<file path="config.mk">
export PLATFORM = sky130hd
export DESIGN_NAME = core_run_ctrl
export DESIGN_NICKNAME = d
export VERILOG_FILES = /design/src/rtl/core_run_pkg.sv /design/src/rtl/run_cycle_ctr.sv /design/src/rtl/core_run_ctrl.sv
export SDC_FILE = /design/constraint.sdc
export NUM_CORES = 1
export LEC_CHECK = 0
export ABC_AREA = 1
export CAP_MARGIN = 20
export CORE_ASPECT_RATIO = 1.2
export CORE_MARGIN = 1
export CORE_UTILIZATION = 50
export CTS_BUF_LIST = sky130_fd_sc_hd__clkbuf_2 sky130_fd_sc_hd__clkbuf_4 sky130_fd_sc_hd__clkbuf_8
export DETAILED_ROUTE_END_ITERATION = 10
export GPL_TIMING_DRIVEN = 1
export PLACE_DENSITY = 0.95
export SYNTH_ARGS = -nofsm -noshare
export SYNTH_HDL_FRONTEND = slang
export SYNTH_SLANG_ARGS = --single-unit
</file>
<file path="constraint.sdc">
create_clock -name clk -period 3.3 [get_ports clk]
set_input_delay 0.33 -clock clk [delete_from_list [all_inputs] [get_ports clk]]
set_output_delay 0.33 -clock clk [all_outputs]
set_load 0.02 [all_outputs]
</file>
<file path="src/rtl/core_run_pkg.sv">
// ---------------------------------------------------------------------------
// core_run_pkg
//   Shared definitions for the core run controller: the sequencer state
//   encoding and the default parameter values used by core_run_ctrl and
//   its cycle counter.
// ---------------------------------------------------------------------------
package core_run_pkg;

  // Sequencer phases. The explicit encoding is kept stable so the legacy
  // localparam state constants in the controller map onto it one-to-one.
  typedef enum logic [1:0] {
    IDLE  = 2'd0,
    LOAD  = 2'd1,
    RUN   = 2'd2,
    DRAIN = 2'd3
  } run_state_t;

  // Default configuration.
  localparam int DEF_AW       = 8;
  localparam int DEF_LD_BASE  = 0;
  localparam int DEF_LD_MAX   = 256;
  localparam int DEF_RES_BASE = 64;
  localparam int DEF_RES_LEN  = 16;
  localparam int DEF_CW       = 16;
  localparam int DEF_MAX_CYC  = 4096;

endpackage

</file>
<file path="src/rtl/run_cycle_ctr.sv">
// ---------------------------------------------------------------------------
// run_cycle_ctr
//   Saturating CW-bit cycle counter with synchronous clear and count enable.
//   It also provides the watchdog compare. o_limitHit fires in the enabled
//   cycle whose increment brings the count to LIMIT. LIMIT = 0 disables the
//   compare entirely.
//
// Ports
//   i_clk       in   1    clock
//   i_rst_n     in   1    asynchronous active-low reset
//   i_clear     in   1    synchronous clear (wins over enable)
//   i_en        in   1    count this cycle
//   o_count     out  CW   current count, holds at all-ones
//   o_limitHit  out  1    this enabled cycle takes the count to LIMIT
// ---------------------------------------------------------------------------
module run_cycle_ctr
  import core_run_pkg::*;
#(
  parameter int CW    = DEF_CW,
  parameter int LIMIT = 0
) (
  input  logic          i_clk,
  input  logic          i_rst_n,
  input  logic          i_clear,
  input  logic          i_en,
  output logic [CW-1:0] o_count,
  output logic          o_limitHit
);

  logic [CW-1:0] r_count;
  logic          w_sat;

  assign w_sat   = &r_count;
  assign o_count = r_count;

  // The counter stops at all-ones instead of wrapping, so a long run
  // never reports a misleadingly small cycle count.
  always_ff @(posedge i_clk or negedge i_rst_n) begin
    if (!i_rst_n) begin
      r_count <= '0;
    end else if (i_clear) begin
      r_count <= '0;
    end else if (i_en && !w_sat) begin
      r_count <= r_count + CW'(1);
    end
  end

  // The hit is raised while the count is still LIMIT-1. The controller can
  // then leave RUN on the same edge that records the final count.
  generate
    if (LIMIT > 0) begin : g_watch
      assign o_limitHit = i_en && (r_count == CW'(LIMIT - 1));
    end else begin : g_noWatch
      assign o_limitHit = 1'b0;
    end
  endgenerate

endmodule

</file>
<file path="src/rtl/core_run_ctrl.sv">
// ---------------------------------------------------------------------------
// core_run_ctrl
//   Host-side sequencer around the 8-bit processor core.
//   IDLE  -> waits for start
//   LOAD  -> writes an incoming byte stream into data memory (core held in reset)
//   RUN   -> releases the core, counts cycles until core_done
//   DRAIN -> streams RES_LEN result bytes back out of data memory
//   The data-memory port belongs to this block (mem_sel=1) except during
//   RUN, when the core owns it. The data-memory port mux is selected by
//   mem_sel outside this block.
//
// Configuration macro
//   CORE_RUN_TIMEOUT_EN : enables the RUN watchdog. If RUN lasts MAX_CYC
//                         counted cycles without core_done, the block moves
//                         to DRAIN and raises the sticky timeout flag.
//                         Without the macro, timeout is tied low.
//
// Ports
//   clk          in   1   clock
//   reset        in   1   asynchronous, active-low reset
//   start        in   1   begin LOAD (only honoured in IDLE)
//   ld_valid     in   1   load byte valid
//   ld_ready     out  1   load byte accepted when ld_valid & ld_ready
//   ld_data      in   8   load byte
//   ld_last      in   1   final load byte
//   mem_sel      out  1   1 = this block drives data memory, 0 = core
//   mem_wr_en    out  1   data-memory write strobe
//   mem_addr     out  AW  data-memory address
//   mem_wr_data  out  8   data-memory write data
//   mem_rd_data  in   8   data-memory combinational read data
//   core_reset   out  1   active-high core reset
//   core_done    in   1   core finished
//   rd_valid     out  1   result byte valid
//   rd_ready     in   1   result sink ready
//   rd_data      out  8   result byte
//   rd_last      out  1   final result byte
//   busy         out  1   not IDLE
//   cycle_count  out  CW  core cycles in last/current RUN
//   timeout      out  1   sticky watchdog flag
// ---------------------------------------------------------------------------
module core_run_ctrl
  import core_run_pkg::*;
#(
  parameter int AW       = DEF_AW,
  parameter int LD_BASE  = DEF_LD_BASE,
  parameter int LD_MAX   = DEF_LD_MAX,
  parameter int RES_BASE = DEF_RES_BASE,
  parameter int RES_LEN  = DEF_RES_LEN,
  parameter int CW       = DEF_CW,
  parameter int MAX_CYC  = DEF_MAX_CYC
) (
  input  logic          clk,
  input  logic          reset,
  input  logic          start,
  input  logic          ld_valid,
  output logic          ld_ready,
  input  logic [7:0]    ld_data,
  input  logic          ld_last,
  output logic          mem_sel,
  output logic          mem_wr_en,
  output logic [AW-1:0] mem_addr,
  output logic [7:0]    mem_wr_data,
  input  logic [7:0]    mem_rd_data,
  output logic          core_reset,
  input  logic          core_done,
  output logic          rd_valid,
  input  logic          rd_ready,
  output logic [7:0]    rd_data,
  output logic          rd_last,
  output logic          busy,
  output logic [CW-1:0] cycle_count,
  output logic          timeout
);

  localparam logic [1:0] ST_IDLE  = IDLE;
  localparam logic [1:0] ST_LOAD  = LOAD;
  localparam logic [1:0] ST_RUN   = RUN;
  localparam logic [1:0] ST_DRAIN = DRAIN;

`ifdef CORE_RUN_TIMEOUT_EN
  localparam bit WD_EN = 1'b1;
`else
  localparam bit WD_EN = 1'b0;
`endif
  localparam int WD_LIMIT = WD_EN ? MAX_CYC : 0;

  logic [1:0]    r_state;
  logic [AW-1:0] r_ptr;
  logic          r_firstRun;

  logic          w_start;
  logic          w_ldAccept;
  logic          w_ldEnd;
  logic          w_rdFire;
  logic          w_rdLast;
  logic          w_cntEn;
  logic          w_doneSeen;
  logic          w_limitHit;
  logic [CW-1:0] w_cycleCount;

  assign w_start    = (r_state == ST_IDLE) && start;
  assign w_ldAccept = (r_state == ST_LOAD) && ld_valid;
  // The LD_MAX cap ends LOAD on the byte that fills it. Any further bytes
  // then see ld_ready=0 and are never written.
  assign w_ldEnd    = w_ldAccept && (ld_last || (r_ptr == AW'(LD_MAX - 1)));
  assign w_rdLast   = (r_ptr == AW'(RES_LEN - 1));
  assign w_rdFire   = (r_state == ST_DRAIN) && rd_ready;
  // The first RUN cycle still holds the core in reset. It is neither
  // counted nor allowed to see core_done.
  assign w_cntEn    = (r_state == ST_RUN) && !r_firstRun;
  assign w_doneSeen = w_cntEn && core_done;

  run_cycle_ctr #(
    .CW    (CW),
    .LIMIT (WD_LIMIT)
  ) u_cycleCtr (
    .i_clk      (clk),
    .i_rst_n    (reset),
    .i_clear    (w_start),
    .i_en       (w_cntEn),
    .o_count    (w_cycleCount),
    .o_limitHit (w_limitHit)
  );

  assign cycle_count = w_cycleCount;

  // Sequencer state, the shared LOAD/DRAIN byte pointer and the
  // first-RUN-cycle marker.
  always_ff @(posedge clk or negedge reset) begin
    if (!reset) begin
      r_state    <= ST_IDLE;
      r_ptr      <= '0;
      r_firstRun <= 1'b0;
    end else begin
      case (r_state)
        ST_IDLE: begin
          if (start) begin
            r_state <= ST_LOAD;
            r_ptr   <= '0;
          end
        end
        ST_LOAD: begin
          if (w_ldEnd) begin
            r_state    <= ST_RUN;
            r_ptr      <= '0;
            r_firstRun <= 1'b1;
          end else if (w_ldAccept) begin
            r_ptr <= r_ptr + AW'(1);
          end
        end
        ST_RUN: begin
          r_firstRun <= 1'b0;
          if (w_doneSeen || w_limitHit) begin
            r_state <= ST_DRAIN;
          end
        end
        ST_DRAIN: begin
          if (w_rdFire) begin
            if (w_rdLast) begin
              r_state <= ST_IDLE;
              r_ptr   <= '0;
            end else begin
              r_ptr <= r_ptr + AW'(1);
            end
          end
        end
        default: begin
          r_state <= ST_IDLE;
        end
      endcase
    end
  end

`ifdef CORE_RUN_TIMEOUT_EN
  logic r_timeout;

  // The watchdog flag stays set until the next accepted start. A genuine
  // done in the limit cycle takes priority and does not count as a timeout.
  always_ff @(posedge clk or negedge reset) begin
    if (!reset) begin
      r_timeout <= 1'b0;
    end else if (w_start) begin
      r_timeout <= 1'b0;
    end else if (w_limitHit && !core_done) begin
      r_timeout <= 1'b1;
    end
  end

  assign timeout = r_timeout;
`else
  assign timeout = 1'b0;
`endif

  // Host-side memory and stream outputs decoded from the current state.
  // Outside RUN the core stays in reset and this block owns memory.
  always_comb begin
    ld_ready   = 1'b0;
    mem_sel    = 1'b1;
    mem_wr_en  = 1'b0;
    mem_addr   = '0;
    rd_valid   = 1'b0;
    rd_last    = 1'b0;
    core_reset = 1'b1;
    case (r_state)
      ST_LOAD: begin
        ld_ready  = 1'b1;
        mem_wr_en = ld_valid;
        mem_addr  = AW'(LD_BASE) + r_ptr;
      end
      ST_RUN: begin
        mem_sel    = 1'b0;
        core_reset = r_firstRun;
      end
      ST_DRAIN: begin
        mem_addr = AW'(RES_BASE) + r_ptr;
        rd_valid = 1'b1;
        rd_last  = w_rdLast;
      end
      default: begin
      end
    endcase
  end

  assign mem_wr_data = ld_data;
  assign rd_data     = mem_rd_data;
  assign busy        = (r_state != ST_IDLE);

endmodule

</file>
==> run_results.csv, run 1 <==
group,metric,value,unit
layout,nets,354,
power_and_ir_drop,p_total,0.00152,W
yosys,synth-compound-area-share,4.66,%
clocking,cts_buffer_depth,2,
clocking,cts_root_buf,"clkbuf_8",
worst_setup_path,cpMostUsedCell,"inv_1",
global_routing,grt_overflow,0,
worst_setup_path,criticalPathCategory,"flip-flop to output pin",
run,cap_viol_max_count,0,
sta,fmax,409,MHz
yosys,ys_warn_count,0,
worst_setup_path,r2r_start,"r_state[0]$_DFFE_PN0P_",
global_routing,grt_first_pass_wirelength,7540,µm
sta,slew_violations,0,
worst_setup_path,critical_path.max_stage_delay,630,ps
clocking,cts_buffers,3,
sta,period_minus_slack,2440,ps
global_routing,grt_pass1_vias,1862,
layout,diodes,0,
floorplanning,core,0.00391,mm²
outcome,status,"completed",
global_routing,grt_max_degree,28,
layout,area_growth,16.4,%
worst_setup_path,cp-end-kind,"output pin",
worst_hold_path,hold_class,"input pin to async pin",
worst_setup_path,r2r_slack,1250,ps
clocking,cts-resized-gates,0,
drt,final_antenna_net_count,0,
sta,finalWorstSetupSlack,856,ps
floorplanning,initial_utilization,52.2,%
sta,hold_viol_final,0,
clocking,htree_levels,1,
yosys,syn_avg_cell_area,6.78,µm²
yosys,synthAdderAreaFrac,4.90,%
sta,setup_viol,0,
yosys,synthCells,301,
sta,skew,9.51,ps
yosys,ys_types,28,
drt,wl,4540,µm
worst_setup_path,cp-start-kind,"flip-flop",
drt,drtIter0Drc,183,
worst_setup_path,cp_data_arrival_time,2110,ps
placement,place_ws,1190,ps
clocking,postCtsSetupBuffers,0,
worst_setup_path,required,2970,ps
yosys,ys_ff_latch,27,
sta,layout_worst_path_cycle_share,74.1,%
sta,slew_headroom,51.6,%
clocking,cts_tree,"done",
drt,vias_per_cell,5.14,
worst_setup_path,crit_path_max_fanout,10,
global_routing,antenna_found_initial,0,
floorplanning,num_io_pins,71,
yosys,synth_top_family_by_area,"simple AND/OR/NAND/NOR gates",
layout,drive_above_1_share,5.59,%
drt,drc_errors,0,
sta,finalSetupTns,0,ps
global_routing,gr-usage-all-layers,22.4,%
placement,hpwl,3350,µm
yosys,syn_nets,332,
worst_setup_path,worstReg2RegEnd,"r_ptr[1]$_DFFE_PN0P_",
floorplanning,die_y,72.0,µm
floorplanning,die_area,0.00434,mm²
power_and_ir_drop,peakVddDrop,0.670,mV
yosys,synthesis.area,0.00204,mm²
worst_setup_path,slowest_stage,"clkdlybuf4s50_1",
yosys,synthSimpleGateAreaFrac,37.9,%
sta,rsz0062_at_grt,"no",
yosys,synthMuxAreaShare,0,%
floorplanning,rows,25,
clocking,cts-hold-fix-buffers,0,
drt,first_pass_iters,4,
worst_setup_path,crit_chain,"inv_1, ha_1, inv_1, nor2_1, inv_1, clkdlybuf4s50_1",
sta,fin_hold_ws,416,ps
floorplanning,die_w,60.3,µm
power_and_ir_drop,power_leakage,1.20,nW
yosys,synth_seq_area_share,33.1,%
sta,worst-slew-pin-transition,723,ps
clocking,insertion_delay,290,ps
placement,port_buffers,37,
clocking,cts_sinks,27,
worst_setup_path,ff2ff_path_depth,9,
drt,vias,1934,
yosys,synthXorXnorAreaFrac,3.43,%
power_and_ir_drop,p_per_area,639,mW/mm²
placement,globalplace.congestion,0.896,
layout,fill_cells,358,
clocking,clk_pin_slew,100,ps
drt,wl_per_cell,12.1,µm
## registers in the layout, indices dropped and copies added (netlist names)
register            count
r_state                 2
r_ptr                   8
u_cycleCtr.o_count     16
r_firstRun              1
## metal layers
metal  up-vias  global-route usage (%)  share of wire, %
met5         -                       0                 0
met4         0                    9.82               1.3
met3         8                    3.57               4.7
met2        63                    40.3                51
met1       906                    25.4                43
li1        957                       -                 -
## worst max path at each step
stage	from	to	slack, ps
after floorplan	r_state[0]$_DFFE_PN0P_	r_ptr[6]$_DFFE_PN0P_	1350
after global placement	r_state[0]$_DFFE_PN0P_	core_reset	1270
after detailed placement	r_state[0]$_DFFE_PN0P_	core_reset	1190
after CTS	r_state[0]$_DFFE_PN0P_	core_reset	870
after global routing	r_ptr[0]$_DFFE_PN0P_	rd_last	760
final	r_state[0]$_DFFE_PN0P_	core_reset	860
## kinds of logic after synthesis
logic type / count (synthesis)
flops: 27
simple gates: 178
buf+inv: 64
other cells: 1
fa+ha+maj: 8
compound gates: 15
xor+xnor: 8
## per-stage QoR
step	area (µm²)	std cells	util (%)
after detailed placement	2330	372	59.5
after global placement	2330	372	59.5
final	2380	376	60.8
after global routing	2380	376	60.8
after floorplan	2040	301	-
after CTS	2380	376	60.8
## synth_stat cells (all sizes together)
cell type	number	share of area [%]
nand2	108	21
inv	43	8.0
nor2	33	7.3
dfrtp	27	33
nand3	21	5.1
buf	19	7.5
nand4	14	4.3
o21ai	10	3.0
ha	8	4.9
xor2	7	3.0
a21oi	3	0.92
clkbuf	2	0.37
a22oi	1	0.37
conb	1	0.18
nor3	1	0.24
o21bai	1	0.37
or2	1	0.31
xnor2	1	0.43
## cell usage in the layout (no fill, tap or decap), types with 2 or more instances in the layout
cell / count
dfrtp_1: 27
clkdlybuf4s50_1: 37
clkbuf_8: 3
inv_1: 41
nor2_1: 29
nand2_2: 3
o21ai_0: 9
nand4_1: 14
xor2_1: 7
nand2_1: 104
nor2_4: 3
nand3_1: 21
ha_1: 8
a21oi_1: 2
## final cells by class
cell class	instances	area, µm²	area share, %
clock buffer	4	48.8	2.05
timing repair buffer	38	378	15.9
tap	54	67.6	2.84
multi-input combinational	210	1040	43.9
sequential	27	676	28.4
inverter	43	164	6.90
## worst max-delay path: cells and delay by family, from the launching register on
family / cells / cell delay, ps
adders and majority gates: 1 / 230
buffers and inverters: 4 / 1000
DFF: 1 / 550
and+or+nand+nor: 1 / 50
## power by group
part / switching [W] / internal, W
sequential: 0.000104 / 0.000401
clock: 0.000114 / 0.0000952
combinational: 0.000508 / 0.000298
Power figures use the tool's default switching activity.
==> run 2: changes to the inputs <==
Settings changed: CORE_UTILIZATION 50 to 47.
Clock period 3.3 ns to 2.4 ns, I/O delays scaled along.
==> run_results.csv, run 2 (synthesized netlist as in run 1, its figures left out) <==
group,metric,value,unit
sta,period_minus_slack,2210,ps
global_routing,gr-usage-all-layers,20.7,%
sta,layout_worst_path_cycle_share,92.1,%
power_and_ir_drop,power_frac_comb,53.8,%
sta,skew,7.43,ps
clocking,insertion_delay,270,ps
clocking,clk_pin_slew,100,ps
clocking,cts_tree,"done",
sta,hold_viol_final,0,
run,cap_viol_max_count,0,
global_routing,grt_first_pass_wirelength,7700,µm
sta,fmax,452,MHz
power_and_ir_drop,power_leakage,1.21,nW
worst_setup_path,crit_path_max_fanout,10,
global_routing,grt_pass1_vias,1805,
floorplanning,die_w,62.2,µm
drt,drc_errors,0,
power_and_ir_drop,p_total,0.00207,W
global_routing,grt_overflow,0,
worst_setup_path,cp_data_arrival_time,1970,ps
clocking,cts_sinks,27,
layout,drive_above_1_share,6.79,%
worst_setup_path,cp-start-kind,"flip-flop",
drt,wl_per_cell,11.5,µm
clocking,cts-resized-gates,0,
layout,final_cell_mix,"104 x nand2_1, 41 x inv_1, 37 x clkdlybuf4s50_1",
global_routing,antenna_found_initial,0,
drt,first_pass_iters,4,
power_and_ir_drop,clockPowerShare,12.6,%
clocking,cts_root_buf,"clkbuf_8",
sta,rsz0062_at_grt,"no",
global_routing,grt_max_degree,28,
layout,area_growth,17.2,%
placement,place_inst,374,
layout,fin_cells,378,
sta,finalSetupTns,0,ps
layout,largest_reg_flops,16,
power_and_ir_drop,p_per_area,866,mW/mm²
worst_hold_path,hold_class,"input pin to async pin",
clocking,htree_levels,1,
placement,globalplace.congestion,0.922,
drt,final_antenna_net_count,0,
power_and_ir_drop,power_switching,0.000979,W
layout,diodes,0,
worst_setup_path,r2r_slack,410,ps
worst_setup_path,criticalPathCategory,"flip-flop to output pin",
outcome,status,"completed",
power_and_ir_drop,switching_share,47.3,%
sta,setup_viol,0,
floorplanning,initial_utilization,50.6,%
layout,fill_cells,374,
clocking,postCtsSetupBuffers,0,
sta,slew_violations,0,
worst_setup_path,cp-end-kind,"output pin",
floorplanning,die_area,0.00461,mm²
floorplanning,rows,25,
layout,nets,356,
power_and_ir_drop,peakVddDrop,0.650,mV
drt,wl,4340,µm
clocking,cts_buffer_depth,2,
drt,vias,1892,
clocking,cts-hold-fix-buffers,0,
drt,vias_per_cell,5.01,
layout,final_util,59.3,%
floorplanning,die_y,74.2,µm
layout,final_common_cell,"nand2_1",
power_and_ir_drop,seq_power_share,33.5,%
clocking,cts_buffers,3,
placement,port_buffers,37,
power_and_ir_drop,internal_power,0.00109,W
worst_setup_path,required,2160,ps
floorplanning,core,0.00404,mm²
placement,hpwl,3250,µm
drt,drtIter0Drc,163,
floorplanning,num_io_pins,71,
-- run 2: worst paths after layout --
| path | start | end | cells after the start |
|---|---|---|---|
| setup reg to reg | r_state[0]$_DFFE_PN0P_ | r_ptr[6]$_DFFE_PN0P_ | 8 |
| setup / recovery | r_state[0]$_DFFE_PN0P_ | core_reset | 6 |
| hold / removal | reset | u_cycleCtr.o_count[11]$_DFFE_PN0P_ | 2 |
| hold reg to reg | r_state[1]$_DFFE_PN0P_ | r_state[1]$_DFFE_PN0P_ | 2 |
| max in group asynchronous | reset | r_state[0]$_DFFE_PN0P_ | 2 |
| min in group clk | ld_data[2] | mem_wr_data[2] | 0 |
-- run 2: worst max-delay path: stages (launching register included) --
cell and delay (ps):
dfrtp_2 470, inv_1 100, ha_1 220, inv_1 120, nor2_1 50, inv_1 120, clkdlybuf4s50_1 620
-- run 2: cell type report --
type | count | area [µm²] | share of cell area (%)
Multi-Input combinational cell | 210 | 1040 | 43.7
Tap cell | 54 | 67.6 | 2.82
Clock inverter | 1 | 5.00 | 0.209
Timing Repair Buffer | 40 | 393 | 16.4
Sequential cell | 27 | 677 | 28.3
Clock buffer | 3 | 41.3 | 1.73
Inverter | 43 | 164 | 6.85
-- run 2: per-stage QoR --
step	hold slack [ps]	area, µm²	setup slack [ps]
after global routing	392	2390	32.0
after global placement	480	2340	455
after floorplan	-55.6	2040	448
after CTS	356	2390	87.0
after detailed placement	480	2340	388
final	346	2390	189
-- run 2: routing by layer --
| layer | share of wire [%] | track usage (%) |
|---|---|---|
| met5 | 0 | 0 |
| met1 | 44 | 24.6 |
| met2 | 50 | 38.3 |
| met4 | 1.3 | 9.56 |
| met3 | 4.7 | 1.99 |
-- run 2: power groups by stage --
| stage | registers, W | clock network [W] | logic [W] |
|---|---|---|---|
| 6_report | 0.000694 | 0.000262 | 0.00112 |
| 5_1_grt | 0.000711 | 0.000289 | 0.00122 |
| 4_1_cts | 0.000689 | 0.000270 | 0.00111 |
| 3_5_place_dp | 0.000699 | 0 | 0.00111 |
| 3_3_place_gp | 0.000688 | 0 | 0.00109 |
| 2_1_floorplan | 0.000731 | 0 | 0.000745 |
